### src/rtl/oreg_uart_tx.sv
// 8N1 UART transmitter fed by an output-register write strobe.
// Define UART_TX_FIFO_EN for a FIFO_DEPTH-entry FIFO; otherwise a single holding register.
module oreg_uart_tx #(
  parameter int unsigned CLKS_PER_BIT = 16,
  parameter int unsigned FIFO_DEPTH   = 4
) (
  input  logic       clk,
  input  logic       rst,
  input  logic       wr_en,
  input  logic [7:0] wr_data,
  output logic       tx,
  output logic       busy,
  output logic       full,
  output logic       overflow
);

  localparam int unsigned CW = (CLKS_PER_BIT > 1) ? $clog2(CLKS_PER_BIT) : 1;

  typedef enum logic [1:0] {S_IDLE, S_START, S_DATA, S_STOP} state_t;

  state_t      r_state, w_state_nxt;
  logic [CW-1:0] r_cnt, w_cnt_nxt;
  logic [2:0]  r_idx, w_idx_nxt;
  logic [7:0]  r_shift, w_shift_nxt;
  logic        r_tx, w_tx_nxt;
  logic        r_overflow;

  logic        w_push, w_pop, w_empty, w_full, w_bit_end;
  logic [7:0]  w_head;

  // Space is judged on pre-edge occupancy; a same-cycle pop never frees room.
  assign w_push = wr_en && !w_full;

`ifdef UART_TX_FIFO_EN
  localparam int unsigned AW = (FIFO_DEPTH > 1) ? $clog2(FIFO_DEPTH) : 1;

  logic [7:0]  r_mem [FIFO_DEPTH];
  logic [AW-1:0] r_wptr, r_rptr;
  logic [AW:0] r_count;

  assign w_empty = (r_count == '0);
  assign w_full  = (r_count == (AW+1)'(FIFO_DEPTH));
  assign w_head  = r_mem[r_rptr];

  always_ff @(posedge clk) begin
    if (w_push) r_mem[r_wptr] <= wr_data;
  end

  always_ff @(posedge clk) begin
    if (rst) begin
      r_wptr  <= '0;
      r_rptr  <= '0;
      r_count <= '0;
    end else begin
      if (w_push) r_wptr <= r_wptr + 1'b1;
      if (w_pop)  r_rptr <= r_rptr + 1'b1;
      case ({w_push, w_pop})
        2'b10:   r_count <= r_count + 1'b1;
        2'b01:   r_count <= r_count - 1'b1;
        default: r_count <= r_count;
      endcase
    end
  end
`else
  logic [7:0] r_hold;
  logic       r_hold_vld;

  assign w_empty = !r_hold_vld;
  // FIFO_DEPTH does not size anything in this build.
  assign w_full  = r_hold_vld && (FIFO_DEPTH != 0);
  assign w_head  = r_hold;

  always_ff @(posedge clk) begin
    if (rst) begin
      r_hold     <= '0;
      r_hold_vld <= 1'b0;
    end else if (w_push) begin
      r_hold     <= wr_data;
      r_hold_vld <= 1'b1;
    end else if (w_pop) begin
      r_hold_vld <= 1'b0;
    end
  end
`endif

  assign w_bit_end = (r_cnt == CW'(CLKS_PER_BIT - 1));

  always_comb begin
    w_state_nxt = r_state;
    w_cnt_nxt   = r_cnt + 1'b1;
    w_idx_nxt   = r_idx;
    w_shift_nxt = r_shift;
    w_tx_nxt    = r_tx;
    w_pop       = 1'b0;
    case (r_state)
      S_IDLE: begin
        w_cnt_nxt = '0;
        if (!w_empty) begin
          w_pop       = 1'b1;
          w_state_nxt = S_START;
          w_shift_nxt = w_head;
          w_tx_nxt    = 1'b0;
        end
      end
      S_START: begin
        if (w_bit_end) begin
          w_state_nxt = S_DATA;
          w_cnt_nxt   = '0;
          w_idx_nxt   = '0;
          w_tx_nxt    = r_shift[0];
        end
      end
      S_DATA: begin
        if (w_bit_end) begin
          w_cnt_nxt = '0;
          if (r_idx == 3'd7) begin
            w_state_nxt = S_STOP;
            w_tx_nxt    = 1'b1;
          end else begin
            w_idx_nxt   = r_idx + 1'b1;
            w_shift_nxt = r_shift >> 1;
            w_tx_nxt    = r_shift[1];
          end
        end
      end
      S_STOP: begin
        if (w_bit_end) begin
          w_cnt_nxt = '0;
          // Back-to-back frames: pop on the last stop cycle, no idle gap.
          if (!w_empty) begin
            w_pop       = 1'b1;
            w_state_nxt = S_START;
            w_shift_nxt = w_head;
            w_tx_nxt    = 1'b0;
          end else begin
            w_state_nxt = S_IDLE;
          end
        end
      end
      default: begin
        w_state_nxt = S_IDLE;
        w_cnt_nxt   = '0;
        w_tx_nxt    = 1'b1;
      end
    endcase
  end

  always_ff @(posedge clk) begin
    if (rst) begin
      r_state    <= S_IDLE;
      r_cnt      <= '0;
      r_idx      <= '0;
      r_shift    <= '0;
      r_tx       <= 1'b1;
      r_overflow <= 1'b0;
    end else begin
      r_state <= w_state_nxt;
      r_cnt   <= w_cnt_nxt;
      r_idx   <= w_idx_nxt;
      r_shift <= w_shift_nxt;
      r_tx    <= w_tx_nxt;
      if (wr_en && w_full) r_overflow <= 1'b1;
    end
  end

  assign tx       = r_tx;
  assign busy     = (r_state != S_IDLE) || !w_empty;
  assign full     = w_full;
  assign overflow = r_overflow;

endmodule

### config.mk
export PLATFORM = sky130hd
export DESIGN_NAME = oreg_uart_tx
export DESIGN_NICKNAME = d
export VERILOG_FILES = /design/src/rtl/oreg_uart_tx.sv
export SDC_FILE = /design/constraint.sdc
export NUM_CORES = 1
export LEC_CHECK = 0
export CORE_ASPECT_RATIO = 0.9
export CORE_MARGIN = 4
export CORE_UTILIZATION = 49
export CTS_CLUSTER_SIZE = 20
export DETAILED_ROUTE_END_ITERATION = 7
export GPL_ROUTABILITY_DRIVEN = 0
export PLACE_DENSITY = 0.74
export SLEW_MARGIN = 20
export SYNTH_ARGS = -nofsm -noshare
export SYNTH_HDL_FRONTEND = slang
export SYNTH_SLANG_ARGS = --single-unit
### constraint.sdc
create_clock -name clk -period 2.05 [get_ports clk]
set_input_delay 0.41 -clock clk [delete_from_list [all_inputs] [get_ports clk]]
set_output_delay 0.41 -clock clk [all_outputs]
set_load 0.02 [all_outputs]
# Yosys cells after proc, flatten, opt, wreduce, memory -nomap -nowiden
# Cells that the tools add are included.
# word_totals
register_bits	28
inputBits	11
out_inout_bits	4
word_cells	64
# op_classes
add_sub_neg	2
eq_ne	11
n_mux	29
n_reduce_logical	14
# ops
operator	count
2-to-1 mux 8 bit	4
case mux 8 bit (3 select lines)	1
!= test 2 bit (second input constant)	6
2-to-1 mux 1 bit	10
2-to-1 mux 2 bit	5
2-to-1 mux 3 bit	3
case mux 2 bit (4 select lines)	1
case mux 4 bit (2 select lines)	1
AND reduction 4 bit	2
case mux 3 bit (2 select lines)	1
nonzero test 2 bit	3
AND reduction 5 bit	1
adder 4 x 1 -> 4 bit (second input constant)	1
equality test 2 bit (second input constant)	2
equality test 4 bit (second input constant)	1
2-to-1 mux 4 bit	1
case mux 1 bit (4 select lines)	1
adder 3 x 1 -> 3 bit (second input constant)	1
equality test 3 bit (second input constant)	1
AND reduction 3 bit	1
nonzero test 3 bit	1
OR reduction 3 bit	1
equality test 2 x 1 -> 1 bit (second input constant)	1
logical AND 1 bit	2
other kinds (4)	4

# Depth between registers and ports, before layout
# depth
ltp_word	5
ltp_mapped	7
mapped_depth_nobuf	5

# Worst setup path before layout
# OpenSTA, ideal clock, no wires.
# synth_path
kind	flip-flop to flip-flop
start	reg r_state[0]
end	reg r_state[0]
arrival_ns	1.862
t_required_ns	1.978
setup_slack_ns	0.116
stages_incl_launch_ff	7
synth_period_minus_slack_ns	1.934
path_cell_list	dfxtp_1 > inv_1 > ha_1 > buf_6 > or3_4 > a222oi_1 > mux2i_1
# synth_via
elab_chain_cells	3
word_cells_on_any_way	11
# synth_lines
element	line_no	rtl
start: declaration	21	state_t r_state, w_state_nxt;
start signal: assignment	157	r_state <= w_state_nxt;
equality test 2 bit, or another cell as far along	95	case (r_state)
!= test 2 bit (no source line)	-	
AND reduction 5 bit (no source line)	-	
# Parallel ways exist; a longest one is shown, timed or not.
# A chain may end at the register's enable or synchronous reset.

# Worst setup path after layout
# layout_path
start	reg r_state[1]
end	reg r_state[0]
# The elaborated chain is that of the path after synthesis.

==> flow_summary.ini <==
[logic_synthesis]
synth_sequential_area_ratio = 0.407
number_of_standard_cells_after_synthesis = 146
post_synth_mux_area_share = 0.195
synth_area_leader_cell = sky130_fd_sc_hd__dfxtp_1
post-synth-top-area-fraction = 0.407
synth_seq_cells = 28
synth_area_um2 = 1380
yosys-top-cells-area = sky130_fd_sc_hd__dfxtp_1 41%, sky130_fd_sc_hd__mux2i_1 14%, sky130_fd_sc_hd__ha_1 9.1%
syn_nets = 167
syn-mean-instance-area_um2 = 9.44
synthAdderAreaFrac = 0.0907
synth_top_family_by_area = multiplexers
netlist-cell-type-count = 28
synth-compound-area-share = 0.0808
synth_xor_xnor_area_share = 0.0127
post_synth_simple_gate_area = 0.176
yosysWarnings = 0

[worst_setup_path]
cp.required_ns = 2.30
worstSetupStartpointType = flip-flop
worst_r2r_src = r_state[1]
worst-endpoint-arrival_ns = 2.17
worst_setup_path_class = reg2reg
timing.reg2reg.setup_slack_ns = 0.13
critPathMaxFanout = 5
r2r.worst_path.cells = 5
r2r-end = r_state[0]
cp-end-kind = flip-flop

[worst_hold_path]
min_path_cells = 1
min-delay-start = r_cnt[0]
hold_path.class = reg2reg
hold-path-endpoint = r_cnt[0]

[floorplan]
number_of_placement_rows = 17
core_region_area_um2 = 2570
dieArea_um2 = 3730
num_io_pins = 15
floorplan.die.width_um = 63.9
dieHeight_um = 58.3
floorplan.initialDensity = 0.536

[routing]
number_of_iterations_in_the_first_detailed_routing_pass = 4
detailroute.via_count = 1058
routed_wirelength_um = 2690
post-route-drc-count = 0
drtAntennaViolNets = 0
drt_iter0_drc = 38
wl_per_cell_um = 13.5
detail_route.vias_per_cell = 5.32

[pwr]
power.clock.fraction = 0.170
sequentialPowerShare = 0.436
power_switching_w = 0.000524
static-leakage-power_nw = 0.686
p_sw_frac = 0.343
peak_supply_drop_uv = 603
power.share.combinational = 0.393
cellInternalPower_w = 0.00100
total_power_w = 0.00153
power_per_cell_area_nw_per_um2 = 956

[sta]
slew_violations = 0
final_hold_viol_count = 0
finClkSkew_ns = 0.00717
rsz0062_at_grt = no
timing.max_slew.rel_slack = 0.562
post-route-min-period_ns = 1.92
whs_ns = 0.462
timing.final.crit_share = 0.936
setup_tns_ns = 0
tightestPinTransition_ns = 0.657
fmax_mhz = 521
setup-violations-final = 0

[flow_run]
drv.max_cap_violation_count = 0

[clock_network]
clk_root_buffer_cell = sky130_fd_sc_hd__clkbuf_4
path_clk_slew_ns = 0.14
cts_setup_buffers = 0
maximum_number_of_buffers_from_clock_root_to_sink = 2
cts_sinks = 28
cts_tree = yes
insertion_delay_ns = 0.32
cts_made_buffers = 3
cts_max_level = 1

[status]
status = finished, final reports clean

[final_layout]
area_delta_synth_final_pct = 16.0
diodes = 0
fill_cells = 229
finalNetCount = 183
final_area_um2 = 1600
finalCoreUtilization = 0.621
layout-drive-gt1-share = 0.112

[global_routing]
global_route.usage.total = 0.148
grt_pass1_wl_um = 4420
grt_antenna_before_repair = 0
sum_of_overflow_across_all_layers_after_global_routing = 0
grt_start_max_net_pins = 22
via_count_of_the_first_global_routing_pass = 981

[place]
dpl.hpwl_um = 1990
post_detailed_placement_cell_area_um2 = 1560
place.port_buffers = 14
Yosys cell counts:
master and n:
sky130_fd_sc_hd__nor2_1 17, sky130_fd_sc_hd__nor3_1 1, sky130_fd_sc_hd__a22oi_1 1, sky130_fd_sc_hd__a211oi_1 1, sky130_fd_sc_hd__a41oi_1 1, sky130_fd_sc_hd__nor2b_1 2
sky130_fd_sc_hd__xnor2_1 1, sky130_fd_sc_hd__nand3b_1 1, sky130_fd_sc_hd__inv_1 5, sky130_fd_sc_hd__a21oi_1 5, sky130_fd_sc_hd__mux2i_1 19, sky130_fd_sc_hd__o211ai_1 1
sky130_fd_sc_hd__nand4b_1 1, sky130_fd_sc_hd__o221ai_2 1, sky130_fd_sc_hd__o31ai_1 4, sky130_fd_sc_hd__mux2_2 7, sky130_fd_sc_hd__clkbuf_1 6, sky130_fd_sc_hd__dfxtp_1 28
sky130_fd_sc_hd__or3_4 1, sky130_fd_sc_hd__nand3_1 3, sky130_fd_sc_hd__nand4_1 2, sky130_fd_sc_hd__buf_6 1, sky130_fd_sc_hd__and3_1 4, sky130_fd_sc_hd__ha_1 10
sky130_fd_sc_hd__xor2_1 1, sky130_fd_sc_hd__and2_1 1, sky130_fd_sc_hd__nand2_1 20, sky130_fd_sc_hd__a222oi_1 1
state kept, by name, summed over array words and instances, names as in the netlist:
| name | flops |
|---|---|
| r_hold | 8 |
| r_shift | 8 |
| r_cnt | 4 |
| r_idx | 3 |
| r_state | 2 |
| full | 1 |
| overflow | 1 |
| tx | 1 |
cells in the final DEF (no fill, tap or decap), types with 2 or more instances in the layout:
cell / synthesis / layout
sky130_fd_sc_hd__inv_1: 5 / 5
sky130_fd_sc_hd__ha_1: 10 / 10
sky130_fd_sc_hd__o31ai_1: 4 / 4
sky130_fd_sc_hd__clkdlybuf4s50_1: 0 / 13
sky130_fd_sc_hd__nand3_1: 3 / 3
sky130_fd_sc_hd__nor2b_1: 2 / 2
sky130_fd_sc_hd__mux2_2: 7 / 7
sky130_fd_sc_hd__nand4_1: 2 / 2
sky130_fd_sc_hd__nand2_1: 20 / 20
sky130_fd_sc_hd__dfxtp_1: 28 / 27
sky130_fd_sc_hd__nor2_1: 17 / 17
sky130_fd_sc_hd__and3_1: 4 / 4
sky130_fd_sc_hd__clkbuf_4: 0 / 3
sky130_fd_sc_hd__mux2i_1: 19 / 19
sky130_fd_sc_hd__a21oi_1: 5 / 5
sky130_fd_sc_hd__buf_4: 0 / 4
worst max-delay path, cell delays in order (launching register included):
cell and delay (ns):
sky130_fd_sc_hd__dfxtp_1 0.42, sky130_fd_sc_hd__inv_1 0.12, sky130_fd_sc_hd__ha_1 0.22, sky130_fd_sc_hd__or3_4 0.38
sky130_fd_sc_hd__a222oi_1 0.49, sky130_fd_sc_hd__mux2i_1 0.23
power groups by stage:
stage / Clock, W / Sequential (W) / Combinational, W
6_report: 0.000260 / 0.000667 / 0.000601
5_1_grt: 0.000298 / 0.000678 / 0.000649
4_1_cts: 0.000275 / 0.000667 / 0.000598
3_5_place_dp: 0 / 0.000678 / 0.000603
3_3_place_gp: 0 / 0.000672 / 0.000594
2_1_floorplan: 0 / 0.000681 / 0.000441
routing by layer:
layer  track usage  share of wire  vias to the layer above
li1              -              -                      535
met1         0.191           0.49                      502
met2         0.246           0.47                       19
met3        0.0401          0.029                        2
met4        0.0338         0.0045                        0
met5             0              0                        -
per-stage QoR:
stage                     cells  setup WS, ns
final                       199         0.132
after global routing        199        0.0330
after CTS                   199         0.113
after detailed placement    195        0.0887
after global placement      195         0.169
after floorplan             146         0.116
final cells by class:
class | count | area, µm² | share of cell area
inverters | 5 | 18.8 | 0.0117
multi-input cells | 106 | 766 | 0.479
well taps | 38 | 47.5 | 0.0297
repair buffers | 18 | 169 | 0.106
clock buffers | 4 | 36.3 | 0.0227
flip-flops and latches | 28 | 562 | 0.351
worst max-delay path by stage:
stage	from	endpoint	slack (ns)	cells past startpoint
3_3_place_gp	r_state[0]	r_state[1]	0.17	5
2_1_floorplan	r_state[0]	r_state[0]	0.12	6
4_1_cts	full	full	0.11	1
6_report	r_state[1]	r_state[0]	0.13	5
5_1_grt	r_state[1]	r_state[0]	0.03	5
3_5_place_dp	r_state[0]	r_state[0]	0.09	5
kinds of logic (layout without fill, tap and decap cells):
logic type                 after synthesis  after routing
DFF                                     28             28
buffers and inverters                   12             27
and+or+nand+nor                         53             53
xor gates and xnor gates                 2              2
adders and majority gates               10             10
AOI/OAI and AO/OA                       15             15
muxes                                   26             26
what timing repair did:
action	in CTS	in global routing
gates resized for setup	2	0
hold buffers	0	0
endpoints found under the setup margin	1	0
No activity file was read; power rests on OpenSTA's default activity.
